`config.mk`:
```
export PLATFORM = sky130hd
export DESIGN_NAME = word_serializer
export DESIGN_NICKNAME = d
export VERILOG_FILES = /design/src/rtl/word_serializer.sv
export SDC_FILE = /design/constraint.sdc
export NUM_CORES = 1
export LEC_CHECK = 0
export CORE_ASPECT_RATIO = 1.25
export CORE_MARGIN = 1
export CORE_UTILIZATION = 51
export CTS_BUF_LIST = sky130_fd_sc_hd__clkbuf_8 sky130_fd_sc_hd__clkbuf_16
export CTS_CLUSTER_DIAMETER = 30
export CTS_CLUSTER_SIZE = 30
export DETAILED_ROUTE_END_ITERATION = 10
export PLACE_DENSITY = 0.88
export SLEW_MARGIN = 20
export SYNTH_ARGS = -nofsm -noshare
export SYNTH_HDL_FRONTEND = slang
export SYNTH_SLANG_ARGS = --single-unit
export TNS_END_PERCENT = 5
```
`constraint.sdc`:
```
create_clock -name clock -period 2 [get_ports clock]
set_input_delay 0.4 -clock clock [delete_from_list [all_inputs] [get_ports clock]]
set_output_delay 0.4 -clock clock [all_outputs]
set_load 0.005 [all_outputs]
```
`src/rtl/word_serializer.sv`:
```
// -----------------------------------------------------------------------------
// word_serializer
//   Width-down converter. Accepts one WORD_WIDTH word over a valid/ready
//   handshake and replays it as RATIO = WORD_WIDTH/PIECE_WIDTH narrower pieces
//   over a second valid/ready handshake, flagging the final piece with m_last.
//   The next word is accepted on the same edge the last piece is consumed, so
//   the output sustains one piece per cycle with no bubbles between words.
//
//   Build option:
//     WORD_SERIALIZER_MSB_FIRST_EN  defined   -> most significant piece first
//                                   undefined -> least significant piece first
//
//   Ports:
//     clock    in   rising-edge clock
//     reset_n  in   asynchronous active-low reset
//     s_valid  in   upstream word valid
//     s_ready  out  upstream word ready (depends combinationally on m_ready only)
//     s_data   in   upstream word, WORD_WIDTH bits
//     m_valid  out  piece valid (registered)
//     m_ready  in   downstream piece ready
//     m_data   out  current piece, PIECE_WIDTH bits (registered)
//     m_last   out  final piece of the word (registered)
// -----------------------------------------------------------------------------
module word_serializer #(
    parameter int WORD_WIDTH  = 36,
    parameter int PIECE_WIDTH = 9
) (
    input  logic                   clock,
    input  logic                   reset_n,
    input  logic                   s_valid,
    output logic                   s_ready,
    input  logic [WORD_WIDTH-1:0]  s_data,
    output logic                   m_valid,
    input  logic                   m_ready,
    output logic [PIECE_WIDTH-1:0] m_data,
    output logic                   m_last
);

    localparam int RATIO = WORD_WIDTH / PIECE_WIDTH;
    localparam int IDX_W = (RATIO > 1) ? $clog2(RATIO) : 1;
    localparam logic [IDX_W-1:0] LAST_IDX = IDX_W'(RATIO - 1);

    generate
        if ((WORD_WIDTH % PIECE_WIDTH) != 0 || RATIO < 1) begin : g_param_check
            $error("word_serializer: WORD_WIDTH must be a positive multiple of PIECE_WIDTH");
        end
    endgenerate

    typedef enum logic {
        EMPTY   = 1'b0,
        SENDING = 1'b1
    } state_e;

    state_e                 state_q;
    logic [WORD_WIDTH-1:0]  word_q;
    logic [IDX_W-1:0]       idx_q;
    logic                   m_valid_q;
    logic                   m_last_q;
    logic [PIECE_WIDTH-1:0] m_data_q;

    logic                   last_piece;
    logic                   xfer;
    logic                   accept;
    logic [IDX_W-1:0]       idx_d;

    // Select piece k of a word. The loop compares against every legal index
    // so the mux never addresses past RATIO-1 for non-power-of-two ratios.
    function automatic logic [PIECE_WIDTH-1:0] piece_sel(
        input logic [WORD_WIDTH-1:0] w,
        input logic [IDX_W-1:0]      k
    );
        logic [PIECE_WIDTH-1:0] r;
        r = '0;
        for (int i = 0; i < RATIO; i++) begin
            if (k == IDX_W'(i)) begin
`ifdef WORD_SERIALIZER_MSB_FIRST_EN
                r = w[WORD_WIDTH-1-i*PIECE_WIDTH -: PIECE_WIDTH];
`else
                r = w[i*PIECE_WIDTH +: PIECE_WIDTH];
`endif
            end
        end
        return r;
    endfunction

    assign last_piece = (idx_q == LAST_IDX);
    assign xfer       = m_valid_q && m_ready;
    // Ready while empty, or when the final piece leaves this cycle; this lets
    // the next word land on the same edge and keeps the output bubble-free.
    assign s_ready    = (state_q == EMPTY) || (m_ready && last_piece);
    assign accept     = s_valid && s_ready;
    // Only consumed when last_piece is false, so it never exceeds RATIO-1.
    assign idx_d      = idx_q + 1'b1;

    // Outputs are registered: on load the first piece is pre-selected from
    // s_data, on each non-final transfer the following piece is pre-selected.
    always_ff @(posedge clock or negedge reset_n) begin
        if (!reset_n) begin
            state_q   <= EMPTY;
            word_q    <= '0;
            idx_q     <= '0;
            m_valid_q <= 1'b0;
            m_last_q  <= 1'b0;
            m_data_q  <= '0;
        end else if (accept) begin
            // Covers both an idle load and a load overlapping the last piece.
            state_q   <= SENDING;
            word_q    <= s_data;
            idx_q     <= '0;
            m_valid_q <= 1'b1;
            m_data_q  <= piece_sel(s_data, '0);
            m_last_q  <= (RATIO == 1);
        end else if (xfer) begin
            if (last_piece) begin
                state_q   <= EMPTY;
                m_valid_q <= 1'b0;
                m_last_q  <= 1'b0;
            end else begin
                idx_q    <= idx_d;
                m_data_q <= piece_sel(word_q, idx_d);
                m_last_q <= (idx_d == LAST_IDX);
            end
        end
    end

    assign m_valid = m_valid_q;
    assign m_data  = m_data_q;
    assign m_last  = m_last_q;

endmodule

```
Word level (Yosys, flattened, before mapping)
Index checks and enable logic that the tools add are counted.
Storage, ports and cells
  bits in registers: 49
  bits of input ports: 40
  output and inout bits: 12
  logic and storage cells: 37
Cells by class
  $add $sub $neg: 1
  equal/unequal tests: 5
  mux-type cells: 16
  bitwise logic cells: 1
  reductions and logical operators: 9
Operator list (number)
  two-way mux 9 bit: 7
  equality test 2 bit, second input constant: 3
  two-way mux 1 bit: 6
  two-way mux 2 bit: 3
  AND reduction 2 bit: 2
  nonzero test 2 bit: 2
  logical AND 1 bit: 3
  adder 2 x 1 -> 2 bit, second input constant: 1
  equality test 2 x 1 -> 1 bit, second input constant: 1
  zero test 2 bit: 1
  != test 2 x 1 -> 1 bit, second input constant: 1
  logical OR 1 bit: 1
  inverter 1 bit: 1

Logic depth before layout (Yosys ltp)
Gate-level depths: netlist (run 1).
  word-level depth: 9
  depth in mapped cells: 7
  gate-level depth less buffers: 6

Worst setup path before layout (run 1)
Ideal clock, no wire load.
  path kind: reg-to-reg
  start: register idx_q[1]
  end: register m_data_q[8], in the netlist m_data[8]
  setup time: 64 ps
  data arrival time: 1615 ps
  data required time: 1936 ps
  setup slack: 320 ps
  stages on the path, launching flop included: 8
  buffers on the path: 1
  clock period less this slack: 1680 ps
  cells stage by stage: dfrtp_1 -> inv_1 -> ha_1 -> buf_4 -> nor3b_2 -> a21oi_1 -> a221oi_1 -> a21o_1
Between the ends
  longest elaborated chain between the ends: 9
  elaborated cells on any way between the ends: 19
Ends and longest elaborated chain
  start: declaration: line 56  | logic [IDX_W-1:0] idx_q;
  start signal: assignment: line 119  | idx_q <= idx_d;
  adder 2 x 1 -> 2 bit: line 93  | assign idx_d = idx_q + 1'b1;
  zero test 2 bit: line 75  | if (k == IDX_W'(i)) begin
  two-way mux 9 bit (4 in a row): line 75
  two-way mux 9 bit: line 114  | if (last_piece) begin
  two-way mux 9 bit: line 113  | end else if (xfer) begin
  two-way mux 9 bit: line 105  | end else if (accept) begin
  end signal: assignment: line 111  | m_data_q <= piece_sel(s_data, '0);
  end signal: assignment: line 120  | m_data_q <= piece_sel(word_q, idx_d);
  end: declaration: line 59  | logic [PIECE_WIDTH-1:0] m_data_q;
Several ways; a longest one is shown, not always the timed one. The select of a mux whose other input is x is not followed.
A chain may end at the register's enable or synchronous reset.

Final worst setup path (run 1)
  start: register idx_q[0]
  end: register m_data_q[4], in the netlist m_data[4]
The elaborated chain is that of the path after synthesis.

==> impl_metrics.ini, run 1 <==
[finish]
diodes = 0
fillerInstances = 347
area_growth_pct = 30.3
final_area_um2 = 3280
post_route_cells_drive_above_1_share_pct = 29.8
final_common_cell = clkdlybuf4s50_1
num-nets-final = 296
mostFrequentLayoutCells = clkdlybuf4s50_1 (49), dfrtp_1 (48), mux2_4 (30)

[synthesis]
ys_types = 30
ys_seq_area_share_pct = 48.7
synth-seq-cells = 49
avgSynthCellArea_um2 = 13.4
syn-num-nets = 233
yosysWarningCount = 0
syn-cell-area_um2 = 2520
synth_cells = 188

[pwr]
p_total_mw = 4.65
irDropWorstVdd_uv = 636
power.leakage_nw = 1.41
powerDensity_nw_per_um2 = 1420

[floorplanning]
initial_core_util_pct = 53.2
ioPinCount = 52
die_h_um = 80.6
dieArea_um2 = 5220
rows = 28
die_w_um = 64.8
placeableCoreArea_um2 = 4730

[hold_path]
hold_path_class = in -> async

[clock_tree]
insertion_delay_ns = 0.31
clock-root-buffer = clkbuf_8
hold_buffers = 0
cts_buffers = 5
cts_max_level = 2
cts.sinks = 49
cts_tree = built
path_clk_slew_ns = 0.10
clock_path_buffers = 2

[grt]
grt_max_degree = 28
grt_pass1_wl_um = 8460
grt_usage_pct = 22.2
antenna_found_initial = 0
grt-ovfl-total = 0
grt_pass1_vias = 1731

[setup_path]
required_ns = 2.26
critPathKind = reg -> reg
r2r-end = m_data[4]$_DFFE_PN0P_
rr_worst_depth = 7
worst_setup_path_end_kind = flip-flop
cpMaxStageDelayCell = dfrtp_1
path_common_cell = buf_4
timing.rr.start = idx_q[0]$_DFFE_PN0P_
cp_max_fo = 6
max_stage_delay_ns = 0.44
worstPathArrival_ns = 2.13
worstPathCellList = buf_4 > ha_1 > nor3b_4 > buf_4 > nand2_1 > a211oi_2 > o22a_1
setup.worst_path.start = idx_q[0]$_DFFE_PN0P_
critPathTopFamily = flip-flops
worstSetupStartpointType = flip-flop
rrSetupSlack_ns = 0.13
worst-path-buf-inv = 2

[placement]
place_area_um2 = 3140
io_buffers = 51
post-dp-hpwl_um = 3770
dp_slack_ns = 0.0604
place_congestion = 0.782

[timing]
fmax_ghz = 0.535
worst_pin_slew_ns = 0.543
hold_viol = 0
drv_slew = 0
fin_ws_ns = 0.130
finalCritPeriodShare_pct = 93.5
setup-tns-final_ns = 0
rsz0062_at_grt = false
clock_skew_ns = 0.0108
setup_violations = 0
period_needed_ns = 1.87
relSlewSlack_pct = 63.8

[detailed_routing]
drt_iter0_drc = 57
firstDrtPassIters = 4
drc_errors = 0
num_vias = 1718
wl_per_cell_um = 17.1
antenna_left = 0
avgViaCountPerCell = 5.51
wl_um = 5320

[status]
outcome = completed

[flow_run]
drv_cap = 0
[where the power goes]
part	total, mW	leakage (nW)	internal (mW)	switching, mW
sequential	1.82	0.582	1.49	0.327
clock	0.603	0.0447	0.253	0.350
combinational	2.23	0.784	1.39	0.834
total	4.65	1.41	3.14	1.51
[per-layer routing]
metal	part of all wire (%)	vias up	GRT usage [%]
met4	2.1	0	9.78
met5	0	-	0
li1	-	801	-
met1	44	861	27.8
met2	50	46	36.4
met3	4.4	10	4.83
[worst register-to-register path, stage by stage (launching register included)]
cell,delay (ns)
dfrtp_1,0.44
buf_4,0.16
ha_1,0.25
nor3b_4,0.29
buf_4,0.20
nand2_1,0.10
a211oi_2,0.23
o22a_1,0.16
[cells in the mapped netlist]
| cell type | number | area, µm² |
|---|---|---|
| and2_4 | 1 | 8.76 |
| nand2b_1 | 1 | 6.26 |
| inv_1 | 4 | 15.0 |
| buf_2 | 1 | 5.00 |
| dfrtp_1 | 49 | 1230 |
| or2b_1 | 1 | 7.51 |
| a21oi_1 | 3 | 15.0 |
| o2bb2ai_1 | 1 | 8.76 |
| a211oi_2 | 8 | 100 |
| o21a_1 | 1 | 7.51 |
| mux2_2 | 5 | 56.3 |
| buf_12 | 3 | 60.1 |
| ha_1 | 5 | 62.6 |
| nor2_1 | 1 | 3.75 |
| buf_4 | 1 | 7.51 |
| a22oi_1 | 1 | 7.51 |
| mux2i_1 | 1 | 10.0 |
| clkbuf_1 | 5 | 18.8 |
| mux2_4 | 30 | 450 |
| nand3_1 | 1 | 5.00 |
| a21bo_4 | 1 | 16.3 |
| nor3b_2 | 1 | 12.5 |
| a21o_1 | 1 | 7.51 |
| buf_6 | 2 | 22.5 |
| nor2b_1 | 20 | 125 |
| a221oi_1 | 9 | 78.8 |
| nand2_1 | 11 | 41.3 |
| o22a_1 | 8 | 70.1 |
| o21ai_0 | 11 | 55.1 |
| a31oi_1 | 1 | 6.26 |
[sequential cells by signal, indices dropped and copies added (netlist names)]
register  cells
m_valid       1
m_data        9
m_last        1
idx_q         2
word_q       36
[stage by stage]
step / instances / util, % / hold WS [ns]
2_1_floorplan: 188 / - / 0.104
3_5_place_dp: 301 / 66.4 / 0.418
3_3_place_gp: 301 / 66.4 / 0.407
4_1_cts: 311 / 69.0 / 0.0868
5_1_grt: 312 / 69.4 / 0.0983
6_report: 312 / 69.4 / 0.0626
[cells by family after synthesis]
group,count (synthesis),synth area share (%)
compound gates,45,14.8
fa+ha+maj,5,2.49
buf+inv,16,5.12
flops,49,48.7
mux,36,20.5
simple gates,37,8.35
[worst max path at each step]
stage                                        to  slack (ns)  cells after the start
after floorplan           m_data[8]$_DFFE_PN0P_        0.32                      7
after detailed placement  m_data[7]$_DFFE_PN0P_        0.06                      6
after global routing      m_data[4]$_DFFE_PN0P_        0.04                      6
final                     m_data[4]$_DFFE_PN0P_        0.13                      7
after CTS                               s_ready      -0.008                      3
after global placement                  s_ready        0.09                      3
[layout make-up]
cell class	instances	area [µm²]	share of cell area, %
Clock buffer	5	68.8	2.10
Clock inverter	3	25.0	0.763
Inverter	4	15.0	0.458
Multi-Input combinational cell	123	1180	36.1
Sequential cell	49	1230	37.4
Tap cell	60	75.1	2.29
Timing Repair Buffer	68	686	20.9
[what timing repair did]
action,4_1_cts,5_1_grt
buffers inserted,2,1
resized for setup,3,3
endpoints found under the setup margin,1,2
hold endpoints to repair,0,0
pin swaps,0,1
(Power assumes the default switching activity.)
==> inputs of run 2 (changes only) <==
--- a/config.mk
+++ b/config.mk
@@ -5,6 +5,7 @@
 export SDC_FILE = /design/constraint.sdc
 export NUM_CORES = 1
 export LEC_CHECK = 0
+export ABC_CLOCK_PERIOD_IN_PS = 2000
 export CORE_ASPECT_RATIO = 1.25
 export CORE_MARGIN = 1
 export CORE_UTILIZATION = 51
==> results of run 2 <==
Final layout, timing and power as in run 1 (identical DEF).
==> inputs of run 3 (changes only) <==
--- a/config.mk
+++ b/config.mk
@@ -5,15 +5,16 @@
 export SDC_FILE = /design/constraint.sdc
 export NUM_CORES = 1
 export LEC_CHECK = 0
-export ABC_CLOCK_PERIOD_IN_PS = 2000
+export ABC_CLOCK_PERIOD_IN_PS = 1500
 export CORE_ASPECT_RATIO = 1.25
 export CORE_MARGIN = 1
-export CORE_UTILIZATION = 51
+export CORE_UTILIZATION = 46
 export CTS_BUF_LIST = sky130_fd_sc_hd__clkbuf_8 sky130_fd_sc_hd__clkbuf_16
 export CTS_CLUSTER_DIAMETER = 30
 export CTS_CLUSTER_SIZE = 30
 export DETAILED_ROUTE_END_ITERATION = 10
-export PLACE_DENSITY = 0.88
+export HOLD_SLACK_MARGIN = 0.02
+export PLACE_DENSITY = 0.84
 export SLEW_MARGIN = 20
 export SYNTH_ARGS = -nofsm -noshare
 export SYNTH_HDL_FRONTEND = slang
==> constraint.sdc (replaced) <==
create_clock -name clock -period 1.5 [get_ports clock]
set_input_delay 0.3 -clock clock [delete_from_list [all_inputs] [get_ports clock]]
set_output_delay 0.3 -clock clock [all_outputs]
set_load 0.005 [all_outputs]
==> run 3 against run 2 <==
Power increased by 50%. The flow now finishes with violations (setup timing). Critical endpoint is now m_data[2]$_DFFE_PN0P_. Largest power group unchanged. Highest routed layer unchanged. Largest cell class is now multi-input combinational cells. Clock skew about the same. Setup slack got worse by 0.37 ns. Via count increased by 3.8%. Non-clock buffer count increased by 21.
==> impl_metrics.ini, run 3 (synthesis gave the netlist of run 1 again) <==
[timing]
drv_slew = 0
finalCritPeriodShare_pct = 116
fin_ws_ns = -0.238
period_needed_ns = 1.74
worst_pin_slew_ns = 0.293
relSlewSlack_pct = 80.5
fmax_ghz = 0.575
hold_viol = 0
rsz0062_at_grt = true
setup_violations = 46
clock_skew_ns = 0.0112
hold_ws_ns = 0.488

[pwr]
irDropWorstVdd_uv = 769
power.leakage_nw = 1.59
powerDensity_nw_per_um2 = 1960

[clock_tree]
cts_max_level = 2
cts_buffers = 5
cts_tree = built
path_clk_slew_ns = 0.10
clock_path_buffers = 2
cts.sinks = 49
clock-root-buffer = clkbuf_8
insertion_delay_ns = 0.31

[grt]
grtUsageMet3_pct = 3.67
grt_pass1_wl_um = 9320
grt-ovfl-total = 0
grt_pass1_vias = 1884
antenna_found_initial = 0
grt_max_degree = 50
use_met1_pct = 28.7
busiest_layer = met2
grt_usage_pct = 21.9
use_met2_pct = 35.8

[placement]
io_buffers = 51
place_area_um2 = 3270
dp_cells = 321
post-dp-hpwl_um = 3860
place_congestion = 0.826

[detailed_routing]
firstDrtPassIters = 4
drt_iter0_drc = 83
wl_um = 5740
num_vias = 1783
wl_per_cell_um = 17.1
avgViaCountPerCell = 5.32
drc_errors = 0
antenna_left = 0

[finish]
fillerInstances = 366
mostFrequentLayoutCells = dfrtp_1 (49), clkdlybuf4s50_1 (38), mux2_4 (30)
final_util_pct = 68.7
area_growth_pct = 41.5
largest_reg_flops = 36
regMostFlops = word_q
fin_cells = 335
post_route_cells_drive_above_1_share_pct = 39.9
num-nets-final = 317
final_area_um2 = 3560
diodes = 0
final_common_cell = dfrtp_1

[floorplanning]
initial_core_util_pct = 48.5
dieArea_um2 = 5770
placeableCoreArea_um2 = 5190
rows = 29
die_h_um = 84.7
die_w_um = 68.2
ioPinCount = 52

[status]
outcome = complete, but fails checks
violations = setup timing

[setup_path]
rrSetupSlack_ns = -0.24
r2r-end = m_data[2]$_DFFE_PN0P_
worstPathArrival_ns = 1.99
critPathKind = reg -> reg
rr_worst_depth = 9
required_ns = 1.75
timing.rr.start = idx_q[1]$_DFFE_PN0P_
worst_setup_path_end_kind = flip-flop
cp_max_fo = 4
worstSetupStartpointType = flip-flop

[flow_run]
drv_cap = 0

[hold_path]
hold_path_class = in -> async
## run 3: layer usage
metal	up-vias	part of all wire, %
met5	-	0
met1	889	44
met4	0	1.8
met3	10	3.1
met2	37	51
li1	847	-
## run 3: timing repair
item,in CTS,in global routing
pin swaps,6,6
gates resized for setup,37,9
endpoints found under the setup margin,54,53
gates cloned,1,0
hold buffers,1,0
buffers inserted,4,0
endpoints found under the hold margin,49,0
## run 3: final cells by class
type / count / area [µm²] / area share [%]
multi-input cells: 123 / 1270 / 35.5
flip-flops and latches: 49 / 1230 / 34.4
repair buffers: 89 / 857 / 24.1
well taps: 62 / 77.6 / 2.18
clock buffers: 5 / 68.8 / 1.93
clock inverters: 3 / 46.3 / 1.30
inverters: 4 / 20.0 / 0.562
## run 3: how the worst max path moves through the flow
stage | startpoint | to | slack, ns
global placement | m_ready | word_q[17]$_DFFE_PN0P_ | -0.24
detailed placement | m_ready | word_q[23]$_DFFE_PN0P_ | -0.27
finish | idx_q[1]$_DFFE_PN0P_ | m_data[2]$_DFFE_PN0P_ | -0.24
global route | idx_q[1]$_DFFE_PN0P_ | m_data[1]$_DFFE_PN0P_ | -0.33
CTS | idx_q[1]$_DFFE_PN0P_ | m_data[2]$_DFFE_PN0P_ | -0.26
floorplan | idx_q[1]$_DFFE_PN0P_ | word_q[0]$_DFFE_PN0P_ | -0.13
## run 3: stage by stage
step | worst slack, ns | power (mW) | TNS (ns)
floorplan | -0.133 | 4.40 | -4.98
global placement | -0.243 | 5.47 | -9.97
global route | -0.332 | 7.39 | -10.19
CTS | -0.258 | 6.94 | -8.03
detailed placement | -0.271 | 5.60 | -11.15
finish | -0.238 | 6.99 | -8.15
## run 3: worst max-delay path, cell delays in order (launching register included)
cell and delay [ns]:
dfrtp_1 0.41, buf_6 0.13, inv_6 0.04, ha_4 0.15, buf_6 0.11, nor3b_4 0.28, buf_6 0.16, nand2_2 0.05
a211oi_2 0.19, o22a_1 0.15
## run 3: where the power goes
part | internal [mW] | switching (mW)
sequential | 1.99 | 0.478
clock | 0.499 | 0.454
combinational | 2.23 | 1.35
